**src/rtl/oled_init_sequencer.sv**
```systemverilog
// oled_init_sequencer
//   Drives an SSD1306 OLED through an I2C master. A start request waits a
//   power-up delay and then sends the 25-byte init command list. Each refresh
//   then sends the 6-byte full-screen address window followed by 1024
//   frame-buffer bytes. Every byte is one master transaction. A NACK or a
//   timeout is retried up to RETRY_MAX times, after which the block faults.
//
// Ports
//   CLK, RST          clock, asynchronous active-high reset
//   start, refresh    request pulses (power-up/init, one frame)
//   pix_addr/pix_data frame-buffer byte index / byte returned for it
//   m_*               I2C master transaction interface
//   init_done         init list completed
//   frame_busy        window or data phase in progress
//   frame_done        one-cycle pulse when the last data byte is acked
//   err               sticky fault flag, cleared by start

module oled_init_sequencer #(
    parameter logic [6:0] SLAVE_ADDR = 7'h3C,
    parameter int         PWRUP_WAIT = 50000,
    parameter int         RETRY_MAX  = 3,
    parameter int         TIMEOUT    = 4096
) (
    input  logic       CLK,
    input  logic       RST,
    input  logic       start,
    input  logic       refresh,
    output logic [9:0] pix_addr,
    input  logic [7:0] pix_data,
    output logic       m_enable,
    output logic [6:0] m_slave_addr,
    output logic       m_read_write,
    output logic [7:0] m_control_frame,
    output logic [7:0] m_reg_addr,
    output logic [7:0] m_data_write,
    input  logic       m_busy,
    input  logic       m_done,
    input  logic       m_nack,
    output logic       init_done,
    output logic       frame_busy,
    output logic       frame_done,
    output logic       err
);

    localparam int PW_W = (PWRUP_WAIT > 1) ? $clog2(PWRUP_WAIT) : 1;
    localparam int TO_W = (TIMEOUT > 1) ? $clog2(TIMEOUT) : 1;
    localparam logic [PW_W-1:0] PW_LAST    = PW_W'(PWRUP_WAIT - 1);
    localparam logic [TO_W-1:0] TO_LAST    = TO_W'(TIMEOUT - 1);
    localparam logic [1:0]      RETRY_LAST = 2'(RETRY_MAX);
    localparam logic [4:0]      INIT_LAST  = 5'd24;
    localparam logic [4:0]      WIN_LAST   = 5'd5;

    typedef enum logic [3:0] {
        IDLE, PWRUP, INIT_ISSUE, INIT_WAIT, READY,
        WIN_ISSUE, WIN_WAIT, DATA_ISSUE, DATA_WAIT, FAULT
    } state_t;

    state_t          state_reg;
    state_t          retry_state;
    logic [4:0]      idx_reg;
    logic [1:0]      retry_reg;
    logic [PW_W-1:0] pw_cnt_reg;
    logic [TO_W-1:0] to_cnt_reg;
    logic            in_wait;
    logic            xfer_ok;
    logic            xfer_fail;

    function automatic logic [7:0] init_rom(input logic [4:0] i);
        case (i)
            5'd0:  init_rom = 8'hAE;  5'd1:  init_rom = 8'hD5;
            5'd2:  init_rom = 8'h80;  5'd3:  init_rom = 8'hA8;
            5'd4:  init_rom = 8'h3F;  5'd5:  init_rom = 8'hD3;
            5'd6:  init_rom = 8'h00;  5'd7:  init_rom = 8'h40;
            5'd8:  init_rom = 8'h8D;  5'd9:  init_rom = 8'h14;
            5'd10: init_rom = 8'h20;  5'd11: init_rom = 8'h00;
            5'd12: init_rom = 8'hA1;  5'd13: init_rom = 8'hC8;
            5'd14: init_rom = 8'hDA;  5'd15: init_rom = 8'h12;
            5'd16: init_rom = 8'h81;  5'd17: init_rom = 8'hCF;
            5'd18: init_rom = 8'hD9;  5'd19: init_rom = 8'hF1;
            5'd20: init_rom = 8'hDB;  5'd21: init_rom = 8'h40;
            5'd22: init_rom = 8'hA4;  5'd23: init_rom = 8'hA6;
            5'd24: init_rom = 8'hAF;
            default: init_rom = 8'h00;
        endcase
    endfunction

    // Column 0..127, page 0..7: the whole 128x64 panel.
    function automatic logic [7:0] win_rom(input logic [4:0] i);
        case (i)
            5'd0: win_rom = 8'h21;  5'd1: win_rom = 8'h00;
            5'd2: win_rom = 8'h7F;  5'd3: win_rom = 8'h22;
            5'd4: win_rom = 8'h00;  5'd5: win_rom = 8'h07;
            default: win_rom = 8'h00;
        endcase
    endfunction

    assign m_slave_addr = SLAVE_ADDR;
    assign m_read_write = 1'b0;

    always_comb begin
        in_wait   = (state_reg == INIT_WAIT) || (state_reg == WIN_WAIT) ||
                    (state_reg == DATA_WAIT);
        xfer_ok   = m_done && !m_nack;
        // A NACK and a timeout are handled identically.
        xfer_fail = (m_done && m_nack) || (!m_done && (to_cnt_reg == TO_LAST));
        case (state_reg)
            INIT_WAIT: retry_state = INIT_ISSUE;
            WIN_WAIT:  retry_state = WIN_ISSUE;
            default:   retry_state = DATA_ISSUE;
        endcase
    end

    always_ff @(posedge CLK or posedge RST) begin
        if (RST) begin
            state_reg       <= IDLE;
            idx_reg         <= '0;
            retry_reg       <= '0;
            pw_cnt_reg      <= '0;
            to_cnt_reg      <= '0;
            pix_addr        <= '0;
            m_enable        <= 1'b0;
            m_control_frame <= '0;
            m_reg_addr      <= '0;
            m_data_write    <= '0;
            init_done       <= 1'b0;
            frame_busy      <= 1'b0;
            frame_done      <= 1'b0;
            err             <= 1'b0;
        end else begin
            m_enable   <= 1'b0;
            frame_done <= 1'b0;

            case (state_reg)
                IDLE, FAULT: begin
                    if (start) begin
                        err        <= 1'b0;
                        pw_cnt_reg <= '0;
                        state_reg  <= PWRUP;
                    end
                end

                PWRUP: begin
                    if (pw_cnt_reg == PW_LAST) begin
                        idx_reg   <= '0;
                        retry_reg <= '0;
                        state_reg <= INIT_ISSUE;
                    end else begin
                        pw_cnt_reg <= pw_cnt_reg + 1'b1;
                    end
                end

                INIT_ISSUE, WIN_ISSUE, DATA_ISSUE: begin
                    // pix_addr only moves on a data ack, so pix_data has had
                    // at least one cycle to settle by the time it is sampled.
                    if (!m_busy) begin
                        m_control_frame <= (state_reg == DATA_ISSUE) ? 8'h40 : 8'h00;
                        m_reg_addr      <= (state_reg == INIT_ISSUE) ? init_rom(idx_reg)
                                                                     : win_rom(idx_reg);
                        m_data_write    <= pix_data;
                        m_enable        <= 1'b1;
                        to_cnt_reg      <= '0;
                        case (state_reg)
                            INIT_ISSUE: state_reg <= INIT_WAIT;
                            WIN_ISSUE:  state_reg <= WIN_WAIT;
                            default:    state_reg <= DATA_WAIT;
                        endcase
                    end
                end

                INIT_WAIT: begin
                    if (xfer_ok) begin
                        retry_reg <= '0;
                        if (idx_reg == INIT_LAST) begin
                            idx_reg   <= '0;
                            init_done <= 1'b1;
                            state_reg <= READY;
                        end else begin
                            idx_reg   <= idx_reg + 1'b1;
                            state_reg <= INIT_ISSUE;
                        end
                    end else if (!xfer_fail) begin
                        to_cnt_reg <= to_cnt_reg + 1'b1;
                    end
                end

                READY: begin
                    // start is ignored here, so refresh wins by construction.
                    if (refresh) begin
                        frame_busy <= 1'b1;
                        idx_reg    <= '0;
                        retry_reg  <= '0;
                        state_reg  <= WIN_ISSUE;
                    end
                end

                WIN_WAIT: begin
                    if (xfer_ok) begin
                        retry_reg <= '0;
                        if (idx_reg == WIN_LAST) begin
                            idx_reg   <= '0;
                            pix_addr  <= '0;
                            state_reg <= DATA_ISSUE;
                        end else begin
                            idx_reg   <= idx_reg + 1'b1;
                            state_reg <= WIN_ISSUE;
                        end
                    end else if (!xfer_fail) begin
                        to_cnt_reg <= to_cnt_reg + 1'b1;
                    end
                end

                DATA_WAIT: begin
                    if (xfer_ok) begin
                        retry_reg <= '0;
                        pix_addr  <= pix_addr + 1'b1;   // 1023 wraps to 0
                        if (pix_addr == 10'd1023) begin
                            frame_busy <= 1'b0;
                            frame_done <= 1'b1;
                            state_reg  <= READY;
                        end else begin
                            state_reg <= DATA_ISSUE;
                        end
                    end else if (!xfer_fail) begin
                        to_cnt_reg <= to_cnt_reg + 1'b1;
                    end
                end

                default: state_reg <= IDLE;
            endcase

            // Shared failure path for all three WAIT states; overrides the
            // state chosen above.
            if (in_wait && xfer_fail) begin
                if (retry_reg < RETRY_LAST) begin
                    retry_reg <= retry_reg + 1'b1;
                    state_reg <= retry_state;
                end else begin
                    retry_reg  <= '0;
                    err        <= 1'b1;
                    init_done  <= 1'b0;
                    frame_busy <= 1'b0;
                    state_reg  <= FAULT;
                end
            end
        end
    end

endmodule

```
**config.mk**
```make
export PLATFORM = sky130hd
export DESIGN_NAME = oled_init_sequencer
export DESIGN_NICKNAME = d
export VERILOG_FILES = /design/src/rtl/oled_init_sequencer.sv
export SDC_FILE = /design/constraint.sdc
export NUM_CORES = 1
export LEC_CHECK = 0
export CAP_MARGIN = 20
export CORE_MARGIN = 2
export CORE_UTILIZATION = 55
export DETAILED_ROUTE_END_ITERATION = 8
export PLACE_DENSITY = 0.79
export SLEW_MARGIN = 25
export SYNTH_ARGS = -nofsm -noshare
export SYNTH_HDL_FRONTEND = slang
export SYNTH_SLANG_ARGS = --single-unit
export TNS_END_PERCENT = 1
```
**constraint.sdc**
```tcl
create_clock -name CLK -period 2.78 [get_ports CLK]
set_input_delay 0.278 -clock CLK [delete_from_list [all_inputs] [get_ports CLK]]
set_output_delay 0.278 -clock CLK [all_outputs]
set_load 0.05 [all_outputs]
```
==> impl_metrics.py, run 1 <==
metrics = {
    "global_route": {
        "antenna_found_initial": 0,
        "grt_pass1_vias": 3329,
        "grt_overflow": 0,
        "grt_pass1_wl_um": 15900,
        "grt_max_degree": 30,
        "grt_usage_pct": 23.5,
    },
    "clock_tree": {
        "ctsResizeCount": 0,
        "cts_hold_buf": 0,
        "cts_root_buf": "clkbuf_8",
        "cts_made_buffers": 9,
        "post_cts_buffers": 0,
        "path_clk_slew_ns": 0.08,
        "cts_sinks": 71,
        "clk_path_buf_depth": 2,
        "clock_latency_ns": 0.35,
        "cts_tree": "yes",
        "htreeDepth": 3,
    },
    "final_layout": {
        "antennaDiodeCount": 0,
        "fin_util_pct": 67.0,
        "final_cell_mix": "dfrtp_1 (71), nand2_1 (64), nor2_1 (50)",
        "syn_to_final_growth_pct": 16.5,
        "final_common_cell": "dfrtp_1",
        "drive_above_1_share_pct": 7.71,
        "fin_nets": 552,
        "largest_reg_flops": 16,
        "fillers": 594,
    },
    "timing": {
        "max_freq_mhz": 403,
        "setup_viol": 0,
        "fin_skew_ns": 0.00807,
        "hold_viol": 0,
        "tightest_slew_ns": 0.807,
        "fin_crit_ns": 2.48,
        "fin_tns_setup_ns": 0,
        "post-route-period-util_pct": 89.3,
        "maxSlewViolCount": 0,
        "slew_headroom_pct": 45.9,
        "rsz0062_at_grt": "no",
    },
    "setup_path": {
        "crit_fanout": 17,
        "r2r_cells": 6,
        "crit_end": "to_cnt_reg[9]",
        "rr_startpoint": "state_reg[0]",
        "regToRegEndpoint": "to_cnt_reg[9]",
        "rrSetupSlack_ns": 0.30,
        "arrival_ns": 2.72,
        "cp-end-kind": "flip-flop",
        "cp-start-kind": "flip-flop",
        "crit_type": "reg -> reg",
        "required_ns": 3.02,
        "worstSetupStartpoint": "state_reg[0]",
    },
    "route": {
        "drtPass1Iterations": 5,
        "detailroute.via_count": 3592,
        "drt-total-wl_um": 9300,
        "drc_errors": 0,
        "drt_iter0_drc": 275,
        "routedWlPerCell_um": 14.7,
        "via_per_inst": 5.69,
        "ant_nets": 0,
    },
    "synthesis": {
        "avgSynthCellArea_um2": 8.68,
        "yosysSeqAreaShare_pct": 42.1,
        "synth_top_flop_cell": "dfrtp_1",
        "ys_ff_latch": 71,
        "syn-instance-count": 486,
        "yosysWarnings": 0,
        "synthDistinctLibCells": 61,
        "synth_area_um2": 4220,
        "synthArstFlopShare_pct": 100,
        "synth-edff-count": 0,
    },
    "floorplan": {
        "initial_core_util_pct": 57.5,
        "die_y_um": 91.6,
        "dieArea_um2": 8390,
        "core.rowCount": 31,
        "coreArea_um2": 7330,
        "fp.dieW_um": 91.6,
        "ios": 62,
    },
    "power_and_ir_drop": {
        "peakVddDrop_mv": 0.814,
        "p_leak_nw": 2.21,
        "power.density_nw_per_um2": 933,
    },
    "place": {
        "dp_hpwl_um": 6620,
        "io_buffers": 46,
        "gp_congestion": 0.901,
    },
    "status": {
        "outcome": "finished, final reports clean",
    },
    "run": {
        "drv_cap": 0,
    },
    "worst_hold_path": {
        "min_path_type": "in -> async",
    },
}
-- synthesized netlist by cell type (4+ instances only) --
master | number | area, um2
and3_1 | 8 | 50.1
nand2b_1 | 7 | 43.8
clkbuf_1 | 18 | 67.6
or3_1 | 7 | 43.8
nand2_1 | 64 | 240
nor2_1 | 50 | 188
a211oi_1 | 5 | 37.5
nand4_1 | 13 | 81.3
nand3_1 | 22 | 110
xor2_1 | 18 | 158
buf_4 | 15 | 113
ha_1 | 9 | 113
inv_1 | 16 | 60.1
nor3_1 | 14 | 70.1
xnor2_1 | 9 | 78.8
and4_1 | 4 | 35.0
dfrtp_1 | 71 | 1780
o31ai_1 | 4 | 30.0
a21oi_1 | 19 | 95.1
a31oi_1 | 7 | 43.8
buf_2 | 5 | 25.0
a21o_1 | 7 | 52.6
o21ai_0 | 24 | 120
nor2b_1 | 5 | 31.3
-- area by class of cell --
| type | count | area, um2 | share of cell area (%) |
|---|---|---|---|
| Sequential cell | 71 | 1780 | 36.2 |
| Clock buffer | 10 | 128 | 2.60 |
| Tap cell | 99 | 124 | 2.52 |
| Multi-Input combinational cell | 368 | 2190 | 44.5 |
| Clock inverter | 5 | 60.1 | 1.22 |
| Timing Repair Buffer | 61 | 573 | 11.7 |
| Inverter | 17 | 63.8 | 1.30 |
-- how the worst min path moves through the flow --
stage | from | endpoint | slack, ns | cells past startpoint
2_1_floorplan | m_busy | m_reg_addr[7] | 0.38 | 1
3_3_place_gp | m_data_write[2] | m_data_write[2] | 0.46 | 2
3_5_place_dp | m_data_write[0] | m_data_write[0] | 0.47 | 2
4_1_cts | RST | m_data_write[1] | 0.29 | 2
5_1_grt | RST | m_data_write[2] | 0.32 | 2
6_report | RST | m_data_write[1] | 0.27 | 2
-- stage by stage --
| stage | setup slack [ns] | hold WS (ns) | power, mW | cell area, um2 | std cells |
|---|---|---|---|---|---|
| 2_1_floorplan | 0.384 | 0.378 | 3.20 | 4270 | 499 |
| 3_3_place_gp | 0.379 | 0.457 | 3.74 | 4720 | 616 |
| 3_5_place_dp | 0.365 | 0.466 | 3.78 | 4720 | 616 |
| 4_1_cts | 0.329 | 0.287 | 4.59 | 4910 | 631 |
| 5_1_grt | 0.0994 | 0.317 | 4.88 | 4910 | 631 |
| 6_report | 0.296 | 0.273 | 4.58 | 4910 | 631 |
-- metal layers --
layer	global-route usage (%)	wire, um
met4	6.94	117
met2	37.6	4490
met5	0	0
met3	5.73	445
met1	31.8	4250
-- cells by family (layout without fill, tap and decap cells) --
group / Yosys count / count (layout) / share of synthesized area, %
AND/OR/NAND/NOR: 221 / 221 / 27.2
adder cells (fa/ha/maj): 9 / 9 / 2.67
XOR/XNOR: 27 / 27 / 5.61
AO/OA/AOI/OAI: 91 / 91 / 13.8
other: 2 / 15 / 0.178
flip-flops: 71 / 71 / 42.1
buffers and inverters: 60 / 93 / 7.18
multiplexers: 5 / 5 / 1.25
-- critical path: stages (launching register included) --
cell,delay [ns]
dfrtp_1,0.56
nor4b_1,0.70
a31o_2,0.23
a31oi_1,0.28
nor4_1,0.39
xnor2_1,0.16
nor2_1,0.05
-- where the power goes --
| part | internal [mW] | total, mW | switching [mW] |
|---|---|---|---|
| Clock | 0.411 | 0.798 | 0.388 |
| Combinational | 0.801 | 2.24 | 1.44 |
| Sequential | 1.27 | 1.55 | 0.280 |
| Total | 2.48 | 4.58 | 2.11 |
Note: power is estimated with default switching activity, not from simulation.
==> run 2: changes to the inputs <==
--- a/config.mk
+++ b/config.mk
@@ -9,7 +9,7 @@
 export CORE_MARGIN = 2
 export CORE_UTILIZATION = 55
 export DETAILED_ROUTE_END_ITERATION = 8
-export PLACE_DENSITY = 0.79
+export PLACE_DENSITY = 0.9
 export SLEW_MARGIN = 25
 export SYNTH_ARGS = -nofsm -noshare
 export SYNTH_HDL_FRONTEND = slang
==> impl_metrics.py, run 2 (same netlist as run 1, synthesis figures left out) <==
metrics = {
    "place": {
        "dp_hpwl_um": 6980,
        "dp_cells": 617,
        "io_buffers": 46,
        "gp_congestion": 0.943,
    },
    "final_layout": {
        "final_cells": 632,
        "final_cell_mix": "dfrtp_1 (71), nand2_1 (64), nor2_1 (50)",
        "fin_nets": 553,
        "syn_to_final_growth_pct": 17.5,
        "antennaDiodeCount": 0,
        "seq_area_um2": 1780,
        "final_common_cell": "dfrtp_1",
        "fin_util_pct": 67.6,
        "fillers": 547,
        "largest_reg_flops": 16,
        "multi_input_area_um2": 2190,
        "drive_above_1_share_pct": 8.07,
    },
    "timing": {
        "max_freq_mhz": 398,
        "fin_skew_ns": 0.0113,
        "tightest_slew_ns": 0.694,
        "hold_viol": 0,
        "rsz0062_at_grt": "no",
        "setup_viol": 0,
        "slew_headroom_pct": 53.5,
        "fin_crit_ns": 2.51,
        "post-route-period-util_pct": 90.4,
        "fin_tns_setup_ns": 0,
        "maxSlewViolCount": 0,
    },
    "setup_path": {
        "cp-end-kind": "flip-flop",
        "crit_fanout": 17,
        "r2r_cells": 7,
        "crit_end": "state_reg[3]",
        "arrival_ns": 2.80,
        "rr_startpoint": "state_reg[1]",
        "cp-start-kind": "flip-flop",
        "crit_type": "reg -> reg",
        "rrSetupSlack_ns": 0.27,
        "required_ns": 3.07,
        "worstSetupStartpoint": "state_reg[1]",
        "regToRegEndpoint": "state_reg[3]",
    },
    "clock_tree": {
        "cts_root_buf": "clkbuf_8",
        "cts_made_buffers": 9,
        "path_clk_slew_ns": 0.08,
        "htreeDepth": 3,
        "clk_path_buf_depth": 2,
        "ctsResizeCount": 0,
        "clock_latency_ns": 0.35,
        "cts_tree": "yes",
        "post_cts_buffers": 0,
        "cts_sinks": 71,
        "cts_hold_buf": 0,
    },
    "route": {
        "wl_met1_um": 4130,
        "drt_iter0_drc": 367,
        "ant_nets": 0,
        "routedWlPerCell_um": 15.4,
        "via_per_inst": 5.80,
        "drc_errors": 0,
        "wl_met2_um": 4930,
        "top_layer": "met4",
        "wl_met3_um": 503,
        "drtPass1Iterations": 5,
        "detailroute.via_count": 3663,
        "drt-total-wl_um": 9750,
    },
    "global_route": {
        "grt_overflow": 0,
        "grt_usage_pct": 24.4,
        "antenna_found_initial": 0,
        "grt_pass1_wl_um": 16600,
        "grt_pass1_vias": 3545,
        "grt_max_degree": 72,
    },
    "run": {
        "drv_cap": 0,
    },
    "power_and_ir_drop": {
        "p_leak_nw": 2.23,
        "peakVddDrop_mv": 0.868,
        "power.density_nw_per_um2": 955,
    },
    "worst_hold_path": {
        "min_path_type": "in -> async",
    },
    "floorplan": {
        "ios": 62,
        "core.rowCount": 31,
        "coreArea_um2": 7330,
        "die_y_um": 91.6,
        "fp.dieW_um": 91.6,
        "initial_core_util_pct": 57.5,
        "dieArea_um2": 8390,
    },
    "status": {
        "outcome": "finished, final reports clean",
    },
}
run 2: worst min path at each step:
stage	startpoint	to	slack [ns]	cells past startpoint
global route	RST	pw_cnt_reg[6]	0.35	3
floorplan	m_busy	m_reg_addr[7]	0.38	1
global placement	m_data_write[4]	m_data_write[4]	0.46	2
CTS	RST	to_cnt_reg[4]	0.34	3
finish	RST	pw_cnt_reg[6]	0.32	3
detailed placement	m_data_write[4]	m_data_write[4]	0.46	2
run 2: layout make-up:
class | instances | share of cell area, %
Clock buffer | 9 | 2.50
Clock inverter | 6 | 1.74
Inverter | 17 | 1.29
Multi-Input combinational cell | 368 | 44.1
Sequential cell | 71 | 35.9
Tap cell | 99 | 2.50
Timing Repair Buffer | 62 | 12.0
run 2: through the flow:
step           area (um2)  total power [mW]  hold slack, ns  setup slack [ns]
6_report             4950              4.73           0.319             0.267
3_5_place_dp         4740              3.81           0.463             0.338
3_3_place_gp         4740              3.73           0.459             0.446
2_1_floorplan        4270              3.20           0.378             0.384
5_1_grt              4950              5.01           0.350            0.0576
4_1_cts              4950              4.72           0.343             0.316
run 2: power by group:
part / switching, mW / total [mW] / internal [mW]
combinational: 1.50 / 2.31 / 0.814
clock: 0.405 / 0.904 / 0.499
sequential: 0.247 / 1.51 / 1.27
run 2: critical path: stages (launching register included):
cell,delay [ns]
dfrtp_1,0.65
nor4b_1,0.11
buf_4,0.17
a31oi_1,0.28
nor2_1,0.09
or4_1,0.67
nor3_1,0.29
a311o_1,0.17
run 2: metal layers:
metal / GRT usage (%) / vias up
met5: 0 / -
met4: 8.33 / 0
met3: 5.73 / 20
met2: 39.9 / 110
met1: 31.7 / 1770
li1: - / 1763
